--- config.mk ---
export PLATFORM = sky130hd
export DESIGN_NAME = easy_fifo_axis_pkt
export DESIGN_NICKNAME = d
export VERILOG_FILES = /design/src/rtl/easy_fifo_axis_pkt.sv
export SDC_FILE = /design/constraint.sdc
export NUM_CORES = 1
export LEC_CHECK = 0
export CORE_MARGIN = 2
export CORE_UTILIZATION = 65
export DETAILED_ROUTE_END_ITERATION = 10
export GPL_ROUTABILITY_DRIVEN = 0
export PLACE_DENSITY_LB_ADDON = 0.15
export SETUP_SLACK_MARGIN = 0.1
export SLEW_MARGIN = 10
export SYNTH_ARGS = -nofsm -noshare
export SYNTH_HDL_FRONTEND = slang
export SYNTH_SLANG_ARGS = --single-unit
--- constraint.sdc ---
create_clock -name clk -period 13.3 [get_ports clk]
set_clock_uncertainty 0.05 [all_clocks]
set_input_delay 1.995 -clock clk [delete_from_list [all_inputs] [get_ports clk]]
set_output_delay 1.995 -clock clk [all_outputs]
set_load 0.01 [all_outputs]
--- src/rtl/easy_fifo_axis_pkt.sv ---
// easy_fifo_axis_pkt: single-clock AXI-Stream FIFO with tlast support and an optional
// store-and-forward packet mode (PKT_MODE=1: beats become visible only once the
// packet's tlast beat has been written).
//
// Optional feature: define EASY_FIFO_PKT_DROP_EN to discard errored packets
// (s_axis_tuser=1 on the tlast beat) and oversized packets. It only takes effect
// with PKT_MODE=1. Without the macro, s_axis_tuser is ignored and drop_pulse is 0.
//
// Ports:
//   clk, rst_n            clock, synchronous active-low reset
//   s_axis_t*             write side (tdata/tvalid/tready/tlast/tuser)
//   m_axis_t*             read side, first-word-fall-through (tdata/tvalid/tready/tlast)
//   fifo_cnt              occupied entries, including uncommitted beats
//   pkt_cnt               committed tlast beats not yet read
//   almost_full           fifo_cnt >= AFULL_THRESH
//   drop_pulse            one-cycle pulse per discarded packet
module easy_fifo_axis_pkt #(
  parameter int unsigned DWIDTH       = 32,
  parameter int unsigned DEPTH        = 16,
  parameter int unsigned PKT_MODE     = 0,
  parameter int unsigned AFULL_THRESH = DEPTH - 2
) (
  input  logic                   clk,
  input  logic                   rst_n,
  input  logic [DWIDTH-1:0]      s_axis_tdata,
  input  logic                   s_axis_tvalid,
  output logic                   s_axis_tready,
  input  logic                   s_axis_tlast,
  input  logic                   s_axis_tuser,
  output logic [DWIDTH-1:0]      m_axis_tdata,
  output logic                   m_axis_tvalid,
  input  logic                   m_axis_tready,
  output logic                   m_axis_tlast,
  output logic [$clog2(DEPTH):0] fifo_cnt,
  output logic [$clog2(DEPTH):0] pkt_cnt,
  output logic                   almost_full,
  output logic                   drop_pulse
);

  localparam int unsigned AW = $clog2(DEPTH);
  localparam int unsigned PW = AW + 1;
  localparam logic [PW-1:0] DepthP = PW'(DEPTH);
  localparam logic [PW-1:0] AfullP = PW'(AFULL_THRESH);
  localparam logic [PW-1:0] OneP   = PW'(1);

`ifdef EASY_FIFO_PKT_DROP_EN
  localparam bit DropEn = (PKT_MODE == 1);
`else
  localparam bit DropEn = 1'b0;
`endif

  logic [DWIDTH:0] mem_q [DEPTH];

  logic [PW-1:0] wr_ptr_q, wr_ptr_d;
  logic [PW-1:0] commit_ptr_q, commit_ptr_d;
  logic [PW-1:0] rd_ptr_q, rd_ptr_d;
  logic [PW-1:0] pkt_cnt_q, pkt_cnt_d;
  // Holds tready low for the first cycle after reset release.
  logic          rdy_en_q;

  logic [PW-1:0] used, uncommitted;
  logic [DWIDTH:0] rd_entry;
  logic full, in_discard, wr_fire, rd_fire, rd_valid, mem_we;
  logic pkt_inc, pkt_dec, enter_discard, leave_discard, drop_d;

  assign used          = wr_ptr_q - rd_ptr_q;
  assign uncommitted   = wr_ptr_q - commit_ptr_q;
  assign full          = (used == DepthP);
  assign rd_entry      = mem_q[rd_ptr_q[AW-1:0]];
  assign rd_valid      = rst_n & (commit_ptr_q != rd_ptr_q);
  assign s_axis_tready = rst_n & rdy_en_q & (in_discard | ~full);
  assign wr_fire       = s_axis_tvalid & s_axis_tready;
  assign rd_fire       = rd_valid & m_axis_tready;

  assign m_axis_tvalid = rd_valid;
  assign m_axis_tdata  = rd_valid ? rd_entry[DWIDTH-1:0] : '0;
  assign m_axis_tlast  = rd_valid & rd_entry[DWIDTH];
  assign fifo_cnt      = rst_n ? used : '0;
  assign pkt_cnt       = rst_n ? pkt_cnt_q : '0;
  assign almost_full   = rst_n & (used >= AfullP);

  always_comb begin
    wr_ptr_d      = wr_ptr_q;
    commit_ptr_d  = commit_ptr_q;
    rd_ptr_d      = rd_ptr_q;
    mem_we        = 1'b0;
    pkt_inc       = 1'b0;
    pkt_dec       = 1'b0;
    enter_discard = 1'b0;
    leave_discard = 1'b0;
    drop_d        = 1'b0;

    if (rd_fire) begin
      rd_ptr_d = rd_ptr_q + OneP;
      pkt_dec  = rd_entry[DWIDTH];
    end

    if (PKT_MODE == 0) begin
      if (wr_fire) begin
        mem_we       = 1'b1;
        wr_ptr_d     = wr_ptr_q + OneP;
        commit_ptr_d = wr_ptr_q + OneP;
        pkt_inc      = s_axis_tlast;
      end
    end else if (in_discard) begin
      // Oversized packet: swallow beats until its tlast.
      if (wr_fire && s_axis_tlast) begin
        leave_discard = 1'b1;
        drop_d        = 1'b1;
      end
    end else if (wr_fire) begin
      mem_we   = 1'b1;
      wr_ptr_d = wr_ptr_q + OneP;
      if (s_axis_tlast) begin
        if (DropEn && s_axis_tuser) begin
          // Errored packet: rewind over everything written since the last commit.
          wr_ptr_d = commit_ptr_q;
          drop_d   = 1'b1;
        end else begin
          commit_ptr_d = wr_ptr_q + OneP;
          pkt_inc      = 1'b1;
        end
      end
    end else if (DropEn && (uncommitted == DepthP)) begin
      // The open packet alone fills the FIFO and can never commit.
      wr_ptr_d      = commit_ptr_q;
      enter_discard = 1'b1;
    end

    pkt_cnt_d = pkt_cnt_q + {{AW{1'b0}}, pkt_inc} - {{AW{1'b0}}, pkt_dec};
  end

  always_ff @(posedge clk) begin
    if (!rst_n) begin
      wr_ptr_q     <= '0;
      commit_ptr_q <= '0;
      rd_ptr_q     <= '0;
      pkt_cnt_q    <= '0;
      rdy_en_q     <= 1'b0;
    end else begin
      wr_ptr_q     <= wr_ptr_d;
      commit_ptr_q <= commit_ptr_d;
      rd_ptr_q     <= rd_ptr_d;
      pkt_cnt_q    <= pkt_cnt_d;
      rdy_en_q     <= 1'b1;
    end
  end

  // Storage is not reset; the pointers define what is valid.
  always_ff @(posedge clk) begin
    if (mem_we) begin
      mem_q[wr_ptr_q[AW-1:0]] <= {s_axis_tlast, s_axis_tdata};
    end
  end

`ifdef EASY_FIFO_PKT_DROP_EN
  typedef enum logic {StAccept, StDiscard} state_e;
  state_e state_q;
  logic   drop_q;

  always_ff @(posedge clk) begin
    if (!rst_n) begin
      state_q <= StAccept;
      drop_q  <= 1'b0;
    end else begin
      drop_q <= drop_d;
      unique case (state_q)
        StAccept:  if (enter_discard) state_q <= StDiscard;
        StDiscard: if (leave_discard) state_q <= StAccept;
        default:   state_q <= StAccept;
      endcase
    end
  end

  assign in_discard = (state_q == StDiscard);
  assign drop_pulse = rst_n & drop_q;
`else
  logic unused_drop;
  assign in_discard  = 1'b0;
  assign drop_pulse  = 1'b0;
  assign unused_drop = ^{enter_discard, leave_discard, drop_d, s_axis_tuser};
`endif

endmodule
# --- Word level (Yosys, flattened, before mapping) ---
# Memory sizes are Yosys's and may differ from the RTL's. A register that Yosys moved wholly into a read port is not among the register bits.
# Index checks and enable logic that the tools add are counted.
word_totals:
  ff_bits: 16
  ramBits: 528
  inputBits: 38
  memories: 1
memory_table:
  columns: ["memory", "depth", "width", "read_ports", "rd_clocked_by_memory_dff", "write_ports", "line", "text"]
  rows:
  - ["mem_q", 16, 33, 1, 1, 1, "52", "logic [DWIDTH:0] mem_q [DEPTH];"]
classes:
  addsub: 5
  magnitude_cmp: 1
  eq_ne: 2
  n_mux: 11
  bitwise_logic: 8
ops:
  columns: ["operator", "count"]
  rows:
  - ["two-way mux 32 bit", 1]
  - ["adder 5 x 1 -> 5 bit, second input constant", 2]
  - ["two-way mux 5 bit", 2]
  - ["two-way mux 4 bit", 2]
  - ["AND 1 bit", 7]
  - ["two-way mux 1 bit", 6]
  - ["adder 5 x 1 -> 5 bit", 1]
  - ["equality test 5 bit, second input constant", 1]
  - ["greater-or-equal comparator 5 x 4 -> 1 bit, second input constant", 1]
  - ["inequality test 5 bit", 1]
  - ["subtractor 5 x 1 -> 5 bit", 1]
  - ["subtractor 5 bit", 1]
  - ["inverter 1 bit", 1]

# --- Longest topological paths before layout ---
# Gate-level depths: netlist (run 1).
depth:
  ltp_word: 8
  depth_mapped: 17
  depth_no_buf: 16

# --- Worst setup path after synthesis (run 1) ---
# Ideal clock, no wire load.
synth_path:
  path_type: "in2reg"
  from: "input port s_axis_tvalid"
  to: "memory mem_q[3][0] (netlist name), enable pin"
  setup_ps: 464
  arrival_ps: 4893
  t_required_ps: 12786
  path_slack_ps: 7892
  cell_stages: 5
  cell_sequence: "nand3_1 a31oi_1 clkbuf_1 nand2_1 nor3_1"
synth_via:
  elab_chain_cells: 4
synth_rtl:
  columns: ["item", "line", "text"]
  rows:
  - ["start: declaration", "26", "input logic s_axis_tvalid,"]
  - ["AND 1 bit", "72", "assign wr_fire = s_axis_tvalid & s_axis_tready;"]
  - ["two-way mux 1 bit", "99", "if (wr_fire) begin"]
  - ["two-way mux 1 bit", "151", "if (mem_we) begin"]
  - ["two-way mux 1 bit (not written as such)", "152", "mem_q[wr_ptr_q[AW-1:0]] <= {s_axis_tlast, s_axis_tdata};"]
  - ["end: declaration", "52", null]
# Every way passes these cells.

==> flow_summary.json, run 1 <==
{
  "status": "finished, final reports clean",
  "seqPwrFrac_pct": 53.9,
  "final_max_slew_viol_count": 0,
  "wire_per_inst_um": 29.40,
  "critPathRequiredTime_ns": 11.26,
  "grt_setup_unrepaired": "false",
  "die_h_um": 184.8,
  "cts_hold_buf": 0,
  "fmax_mhz": 158.7,
  "cp-start-kind": "flip-flop",
  "setup_violations": 0,
  "synth_area_leaders": "edfxtp_1 (75%), mux4_2 (17%), dfxtp_1 (1.9%)",
  "synth_ff_type": "edfxtp_1",
  "syn_area_per_cell_um2": 23.19,
  "vias": 9848,
  "power_leakage_nw": 7.475,
  "num_rows": 66,
  "fin_crit_ns": 6.299,
  "routed_via_density": 6.539,
  "synth_top_cell_by_area": "edfxtp_1",
  "synth_top_area_share_pct": 74.64,
  "crit_type": "flip-flop to output pin",
  "cap_violations": 0,
  "cts_made_buffers": 53,
  "p_switching_mw": 0.7201,
  "place_inst": 1412,
  "grt_pass1_wl_mm": 64.98,
  "synth_fp_nets": 970,
  "critPathMaxStageDelay_ns": 0.75,
  "dp_hpwl_mm": 20.31,
  "rrSetupSlack_ns": 8.46,
  "synth_most_common_cell": "edfxtp_1",
  "post_cts_buffers": 0,
  "clkSlewWorstSetupHoldPaths_ns": 0.06,
  "cts_max_level": 2,
  "path_cells": "buf_4, buf_4, mux4_2, mux4_2, nor2b_1, clkdlybuf4s50_1",
  "io_buffers": 82,
  "ys_ff_latch": 548,
  "hold_depth": 1,
  "clk_latency_ns": 0.55,
  "end_kind": "output pin",
  "relSlewSlack_pct": 16.60,
  "drive_gt1_share_pct": 26.15,
  "drtPass1Iterations": 7,
  "cts_resized": 0,
  "worstMarginPinSlew_ns": 1.251,
  "routed_wl_mm": 44.27,
  "fin_tns_setup_ns": 0,
  "drtIter0Drc": 1100,
  "fp.coreArea_mm2": 0.03237,
  "synth_cell_types": 31,
  "grt_pass1_vias": 10170,
  "finalPower_mw": 3.556,
  "async_flop_share_pct": 0,
  "ctsLongestPathBuffers": 3,
  "cts_tree": "yes",
  "r2r-end": "pkt_cnt_q[4]$_SDFF_PN0_",
  "critPathTopFamily": "buffers and inverters",
  "grt-ovfl-total": 0,
  "nets": 1079,
  "p_int_mw": 2.836,
  "synth_area_mm2": 0.02124,
  "grt.total_usage_pct": 26.95,
  "ys_seq_area_share_pct": 76.53,
  "post-route-drc-count": 0,
  "whs_endpoint": "commit_ptr_q[4]$_SDFFE_PN0P_",
  "cts_root_buf": "clkbuf_16",
  "stdcell_count": 1506,
  "reg2reg_depth": 12,
  "ir_worst_vdd_mv": 0.1440,
  "area_growth_syn_to_layout_pct": 13.93,
  "antenna_found_initial": 2,
  "yosysWarnings": 0,
  "num_io_pins": 85,
  "hold_path_class": "flip-flop to flip-flop",
  "cp_max_fo": 57,
  "period_share_pct": 47.36,
  "dieArea_mm2": 0.03414,
  "finalHoldViolCount": 0,
  "initial_core_util_pct": 65.62,
  "ys_top_cells_by_count": "edfxtp_1 (528), mux4_2 (165), nor2b_1 (35), clkbuf_1 (23), dfxtp_1 (20)",
  "hold_start": "commit_ptr_q[4]$_SDFFE_PN0P_",
  "cts_sinks": 548,
  "path_buf_inv": 3,
  "sw_frac_of_total_pct": 20.25,
  "syn_inst": 916,
  "slowest_stage": "buf_4",
  "grt_max_degree": 58,
  "power_density_mw_per_mm2": 146.9,
  "cp.arrival_ns": 4.25,
  "synth_edf_count": 528,
  "clkPwrFrac_pct": 40.4,
  "antenna_left": 0,
  "p_comb_share_pct": 5.7,
  "die_w_um": 184.8
}
==> worst max path at each step <==
stage          depth (start not counted)  slack (ns)          start                     to
3_5_place_dp                           5        7.03          rst_n       m_axis_tdata[27]
3_3_place_gp                           5        7.07          rst_n       m_axis_tdata[31]
4_1_cts                                5        6.79      flip-flop           m_axis_tlast
2_1_floorplan                          5        7.89  s_axis_tvalid  mem_q[3][0]$_DFFE_PP_
6_report                               6        7.00      flip-flop       m_axis_tdata[25]
5_1_grt                                5        6.67      flip-flop           m_axis_tlast
==> power groups by stage <==
| stage | clock (mW) | sequential [mW] | combinational, mW |
|---|---|---|---|
| finish | 1.44 | 1.92 | 0.202 |
| global route | 1.52 | 1.92 | 0.221 |
| CTS | 1.45 | 1.92 | 0.205 |
| detailed placement | 0 | 1.95 | 0.201 |
| global placement | 0 | 1.95 | 0.198 |
| floorplan | 0 | 1.94 | 0.133 |
==> metrics by stage <==
step	hold slack [ns]	area (um2)	setup WS, ns	utilization (%)
after detailed placement	0.4293	22540	7.033	69.64
final	0.4415	24200	7.001	74.76
after global routing	0.5070	24200	6.672	74.75
after CTS	0.4440	24200	6.786	74.75
after floorplan	0.4046	21240	7.892	-
after global placement	0.4193	22540	7.072	69.64
==> kinds of logic (layout without fill, tap and decap cells) <==
| logic type | count (synthesis) | in the layout | share of synthesized area, % |
|---|---|---|---|
| other | 1 | 2 | 0.01765 |
| AND/OR/NAND/NOR | 97 | 97 | 2.468 |
| XOR/XNOR | 12 | 12 | 0.4948 |
| flip-flops | 548 | 548 | 76.53 |
| adder cells (fa/ha/maj) | 16 | 16 | 1.013 |
| AO/OA/AOI/OAI | 14 | 14 | 0.4064 |
| buffers and inverters | 60 | 207 | 1.437 |
| multiplexers | 168 | 168 | 17.64 |
==> placed cells by master (no fill, tap or decap), types with 2 or more instances in the layout <==
| cell | n |
|---|---|
| nand4_1 | 4 |
| mux4_2 | 165 |
| o31ai_1 | 2 |
| nor2b_1 | 35 |
| clkinv_1 | 14 |
| inv_6 | 2 |
| buf_4 | 18 |
| clkinv_2 | 11 |
| fa_1 | 2 |
| dfxtp_4 | 2 |
| xnor2_1 | 7 |
| clkbuf_1 | 6 |
| dfxtp_1 | 16 |
| bufinv_16 | 4 |
| clkdlybuf4s50_1 | 82 |
| dfxtp_2 | 2 |
| o21ai_1 | 2 |
| ha_1 | 14 |
| a21oi_1 | 4 |
| mux2i_1 | 3 |
| clkbuf_16 | 55 |
| a21o_1 | 2 |
| edfxtp_1 | 528 |
| a31oi_1 | 2 |
| and3_2 | 15 |
| xor2_1 | 5 |
| nand2b_1 | 2 |
| inv_1 | 13 |
| nor2_1 | 19 |
| nand2_1 | 13 |
| and2_1 | 6 |
==> routing by layer <==
layer | vias up | global-route usage [%] | part of all wire, %
met5 | - | 0 | 0.018
li1 | 4053 | - | -
met4 | 2 | 8.984 | 2.8
met2 | 548 | 43.90 | 51
met3 | 88 | 4.424 | 8.3
met1 | 5157 | 38.34 | 38
==> cell type report <==
| type | count | area [um2] |
|---|---|---|
| Antenna cell | 1 | 2.502 |
| Clock buffer | 61 | 1399 |
| Clock inverter | 32 | 256.5 |
| Fill cell | 1795 | 8170 |
| Inverter | 14 | 52.55 |
| Multi-Input combinational cell | 308 | 4716 |
| Sequential cell | 548 | 16270 |
| Tap cell | 442 | 553.0 |
| Timing Repair Buffer | 100 | 955.9 |
==> registers in the layout, indices dropped and copies added, names as in the netlist, named ones only <==
name,cells
pkt_cnt_q,5
rd_ptr_q,5
rdy_en_q,1
commit_ptr_q,5
mem_q,528
(Power assumes the default switching activity.)
==> run 2: changes to the inputs <==
--- a/config.mk
+++ b/config.mk
@@ -6,7 +6,7 @@
 export NUM_CORES = 1
 export LEC_CHECK = 0
 export CORE_MARGIN = 2
-export CORE_UTILIZATION = 65
+export CORE_UTILIZATION = 54
 export DETAILED_ROUTE_END_ITERATION = 10
 export GPL_ROUTABILITY_DRIVEN = 0
 export PLACE_DENSITY_LB_ADDON = 0.15
==> constraint.sdc (replaced) <==
create_clock -name clk -period 5.6 [get_ports clk]
set_clock_uncertainty 0.05 [all_clocks]
set_input_delay 0.84 -clock clk [delete_from_list [all_inputs] [get_ports clk]]
set_output_delay 0.84 -clock clk [all_outputs]
set_load 0.01 [all_outputs]
==> run 2 against run 1 <==
Against the previous run:
- global-route usage is 5.8 points lower
- sequential power rose by 140%
- combinational power increased by 140%
- flip-flop and latch count unchanged
- register-to-register slack worse by 6.7 ns
- final cell count increased by 5.6%
- sequential share of layout area is 0.34 points lower
- via count is 3.6% lower
- core utilization fell by 12 points
- worst hold slack better by 0.017 ns
- critical path type unchanged
==> flow_summary.json, run 2 (synthesized netlist as in run 1, its figures left out) <==
{
  "antenna_cells": 0,
  "cts_root_buf": "clkbuf_16",
  "drtPass1Iterations": 5,
  "io_buffers": 82,
  "fp.coreArea_mm2": 0.03874,
  "period_share_pct": 80.01,
  "vias": 9498,
  "cts_made_buffers": 53,
  "cts_resized": 0,
  "end_kind": "output pin",
  "cts_sinks": 548,
  "crit_type": "flip-flop to output pin",
  "final_max_slew_viol_count": 0,
  "seqPwrFrac_pct": 54.4,
  "grt.total_usage_pct": 21.18,
  "grt_pass1_wl_mm": 62.93,
  "power_density_mw_per_mm2": 343.4,
  "routed_wl_mm": 41.87,
  "finalHoldViolCount": 0,
  "p_switching_mw": 1.693,
  "area_growth_syn_to_layout_pct": 14.50,
  "status": "finished, final reports clean",
  "critPathRequiredTime_ns": 4.71,
  "cp-start-kind": "flip-flop",
  "post-route-drc-count": 0,
  "grt_setup_unrepaired": "false",
  "final_common_cell": "edfxtp_1",
  "worst_slack_ns": 1.119,
  "largest_reg_flops": 528,
  "relSlewSlack_pct": 21.44,
  "worstMarginPinSlew_ns": 1.178,
  "clk_latency_ns": 0.58,
  "antenna_found_initial": 0,
  "ctsLongestPathBuffers": 3,
  "cts_hold_buf": 0,
  "finish.utilization_pct": 62.79,
  "grt-ovfl-total": 0,
  "wire_per_inst_um": 26.32,
  "setup_violations": 0,
  "rrSetupSlack_ns": 1.74,
  "fin_tns_setup_ns": 0,
  "reg2reg_depth": 14,
  "finalPower_mw": 8.352,
  "fmax_mhz": 223.2,
  "initial_core_util_pct": 54.84,
  "grt_max_degree": 51,
  "die_w_um": 202.3,
  "hold_path_class": "flip-flop to flip-flop",
  "num_rows": 72,
  "nets": 1087,
  "place_ws_ns": 1.307,
  "post_cts_buffers": 0,
  "power_leakage_nw": 7.479,
  "cap_violations": 0,
  "routed_via_density": 5.970,
  "die_h_um": 202.3,
  "p_comb_share_pct": 5.8,
  "drive_gt1_share_pct": 25.82,
  "sw_frac_of_total_pct": 20.27,
  "cts_tree": "yes",
  "p_int_mw": 6.659,
  "grt_pass1_vias": 9886,
  "dp_hpwl_mm": 22.43,
  "clkPwrFrac_pct": 39.8,
  "hold_depth": 2,
  "clkSlewWorstSetupHoldPaths_ns": 0.06,
  "dieArea_mm2": 0.04094,
  "num_io_pins": 85,
  "antenna_left": 0,
  "cp.arrival_ns": 3.59,
  "final_cell_mix": "edfxtp_1 (528), mux4_2 (165), clkdlybuf4s50_1 (82)",
  "ir_worst_vdd_mv": 0.2383,
  "cts_max_level": 2,
  "cp_max_fo": 32,
  "fin_crit_ns": 4.481,
  "drtIter0Drc": 795
}
-- run 2: cell type report --
class / instances / area [um2]
fillers: 2665 / 14420
flip-flops and latches: 548 / 16270
repair buffers: 108 / 1041
inverters: 14 / 52.55
well taps: 518 / 648.1
clock inverters: 22 / 155.1
multi-input cells: 308 / 4716
clock buffers: 73 / 1444
-- run 2: critical path, cell delays in order (launching register included) --
cell             delay (ns)
dfxtp_4                0.75
buf_4                  0.53
mux4_2                 0.57
mux4_2                 0.50
nor2b_1                0.15
clkdlybuf4s50_1        0.48
-- run 2: final timing paths --
| path | from | endpoint |
|---|---|---|
| max | flip-flop | m_axis_tdata[30] |
| min reg2reg | commit_ptr_q[4]$_SDFFE_PN0P_ | commit_ptr_q[4]$_SDFFE_PN0P_ |
| max reg2reg | commit_ptr_q[0]$_SDFFE_PN0P_ | pkt_cnt_q[4]$_SDFF_PN0_ |
| min | commit_ptr_q[4]$_SDFFE_PN0P_ | commit_ptr_q[4]$_SDFFE_PN0P_ |
-- run 2: power groups by stage --
stage                     Clock, mW  Combinational [mW]  Sequential [mW]
after floorplan                   0               0.316             4.62
after global placement            0               0.486             4.63
after detailed placement          0               0.492             4.63
after CTS                      3.38               0.496             4.55
after global routing           3.54               0.529             4.55
final                          3.32               0.486             4.55
-- run 2: routing by layer --
| metal | global-route usage (%) | share of wire, % |
|---|---|---|
| met3 | 3.821 | 5.3 |
| met2 | 34.32 | 50 |
| met5 | 0 | 0 |
| met4 | 5.448 | 1.8 |
| met1 | 30.38 | 43 |
-- run 2: stage by stage --
stage	std cells	instance area, um2	hold WS, ns
global route	1591	24320	0.4701
CTS	1591	24320	0.4551
global placement	1496	22720	0.4142
detailed placement	1496	22720	0.4369
finish	1591	24320	0.4581
floorplan	916	21240	0.4046
==> run 3: changes to the inputs <==
--- a/config.mk
+++ b/config.mk
@@ -6,7 +6,7 @@
 export NUM_CORES = 1
 export LEC_CHECK = 0
 export CORE_MARGIN = 2
-export CORE_UTILIZATION = 54
+export CORE_UTILIZATION = 60
 export DETAILED_ROUTE_END_ITERATION = 10
 export GPL_ROUTABILITY_DRIVEN = 0
 export PLACE_DENSITY_LB_ADDON = 0.15
==> constraint.sdc (replaced) <==
create_clock -name clk -period 4.5 [get_ports clk]
set_clock_uncertainty 0.05 [all_clocks]
set_input_delay 0.675 -clock clk [delete_from_list [all_inputs] [get_ports clk]]
set_output_delay 0.675 -clock clk [all_outputs]
set_load 0.01 [all_outputs]
==> run 3 against run 2 <==
Against the previous run:
- critical path depth is the same
- worst setup slack got worse by 0.78 ns
- sequential share of layout area down 0.83 points
- via count up 2.0%
- die area fell by 9.8%
- flip-flop and latch count unchanged
- global-route usage rose by 2.9 points
- sequential power is 24% higher
- critical path type unchanged
- register-to-register slack worse by 0.89 ns
- largest power group unchanged
- core utilization grew 8.2 points
- critical endpoint is now m_axis_tdata[19]
- final cell count down 3.0%
- non-clock buffer count increased by 11
==> flow_summary.json, run 3 (synthesized netlist as in run 1, its figures left out) <==
{
  "status": "finished, final reports clean",
  "cp-start-kind": "flip-flop",
  "nFillCells": 2105,
  "grt.total_usage_pct": 24.13,
  "finalHoldViolCount": 0,
  "routed_via_density": 6.279,
  "worst_slack_ns": 0.3421,
  "die_w_um": 192.2,
  "fin_crit_ns": 4.158,
  "cts_tree": "yes",
  "finalPower_mw": 10.81,
  "clk_latency_ns": 0.57,
  "drtIter0Drc": 1052,
  "cp_max_fo": 55,
  "dp_hpwl_mm": 22.34,
  "critPathMaxStageDelay_ns": 0.68,
  "setup_violations": 0,
  "dieArea_mm2": 0.03692,
  "cts_resized": 0,
  "crit_type": "flip-flop to output pin",
  "period_share_pct": 92.40,
  "grt-ovfl-total": 0,
  "cts_max_level": 2,
  "fp.coreArea_mm2": 0.03471,
  "path_buf_inv": 2,
  "vias": 9688,
  "power_leakage_nw": 7.646,
  "cts_made_buffers": 53,
  "antenna_left": 0,
  "post-route-drc-count": 0,
  "worstMarginPinSlew_ns": 0.8136,
  "dpl_cell_area_mm2": 0.02281,
  "crit_top_cell": "mux4_2",
  "slowest_stage": "dfxtp_4",
  "fmax_mhz": 240.5,
  "area_growth_syn_to_layout_pct": 15.93,
  "routed_wl_mm": 42.57,
  "rrSetupSlack_ns": 0.85,
  "cts_sinks": 548,
  "nets": 1098,
  "place_ws_ns": 0.7251,
  "ir_worst_vdd_mv": 0.3576,
  "wire_per_inst_um": 27.59,
  "grt_max_degree": 56,
  "critPathRequiredTime_ns": 3.77,
  "relSlewSlack_pct": 45.76,
  "final_common_cell": "edfxtp_1",
  "critPathTopFamily": "multiplexers",
  "hold_path_class": "flip-flop to flip-flop",
  "clkSlewWorstSetupHoldPaths_ns": 0.06,
  "num_rows": 68,
  "largest_reg_flops": 528,
  "final_max_slew_viol_count": 0,
  "io_buffers": 82,
  "cts_hold_buf": 0,
  "fin_tns_setup_ns": 0,
  "final_cell_mix": "edfxtp_1 (528), mux4_2 (165), clkdlybuf4s50_1 (82)",
  "initial_core_util_pct": 61.19,
  "cp.arrival_ns": 3.43,
  "cap_violations": 0,
  "cts_root_buf": "clkbuf_16",
  "end_kind": "output pin",
  "post_cts_buffers": 0,
  "die_h_um": 192.2,
  "grt_pass1_wl_mm": 63.50,
  "antenna_found_initial": 1,
  "grt_pass1_vias": 10080,
  "grt_setup_unrepaired": "false",
  "drive_gt1_share_pct": 28.15,
  "num_io_pins": 85,
  "drtPass1Iterations": 5,
  "ctsLongestPathBuffers": 3,
  "fin_area_mm2": 0.02463,
  "power_density_mw_per_mm2": 438.9,
  "path_cells": "buf_16, mux4_2, mux4_2, nor2b_1, clkdlybuf4s50_1"
}
run 3: layout make-up:
type                            count  area, um2  share of cell area, %
Sequential cell                   548      16270                  66.05
Timing Repair Buffer              119       1206                  4.898
Multi-Input combinational cell    308       4722                  19.17
Clock buffer                       65       1444                  5.863
Antenna cell                        1      2.502                0.01016
Clock inverter                     33      364.1                  1.479
Inverter                           14      52.55                 0.2134
Tap cell                          455      569.3                  2.312
run 3: worst paths after layout:
check | start | endpoint | cells after the start
min reg2reg | commit_ptr_q[4]$_SDFFE_PN0P_ | commit_ptr_q[4]$_SDFFE_PN0P_ | 1
min | commit_ptr_q[4]$_SDFFE_PN0P_ | commit_ptr_q[4]$_SDFFE_PN0P_ | 1
max reg2reg | commit_ptr_q[0]$_SDFFE_PN0P_ | pkt_cnt_q[4]$_SDFF_PN0_ | 16
max | flip-flop | m_axis_tdata[19] | 5
run 3: layer usage:
metal | global-route usage [%] | routed length (um) | share of wire, %
met3 | 4.257 | 3110 | 7.3
met5 | 0 | 0 | 0
met2 | 39.19 | 21160 | 50
met4 | 7.105 | 1083 | 2.5
met1 | 34.31 | 17210 | 40
run 3: worst reg2reg max path: stages (launching register included):
cell	delay, ns
dfxtp_1	0.40
inv_1	0.12
ha_1	0.24
fa_1	0.40
nand2b_1	0.16
a21oi_1	0.16
xnor2_1	0.13
a31oi_1	0.26
nand2_1	0.09
ha_1	0.30
inv_1	0.04
ha_1	0.20
fa_1	0.43
a21o_1	0.19
a21oi_1	0.17
xnor2_1	0.14
nor2_1	0.05
run 3: stage by stage:
step                utilization, %  std cells  hold WS (ns)
floorplan                        -        916        0.4046
global placement             65.70       1444        0.4167
detailed placement           65.70       1444        0.4352
CTS                          70.91       1542        0.4515
global route                 70.93       1542        0.4729
finish                       70.94       1543        0.4446
run 3: power by group:
part | switching (mW) | internal (mW)
Clock | 1.85 | 2.69
Sequential | 0.0282 | 5.62
Combinational | 0.293 | 0.323
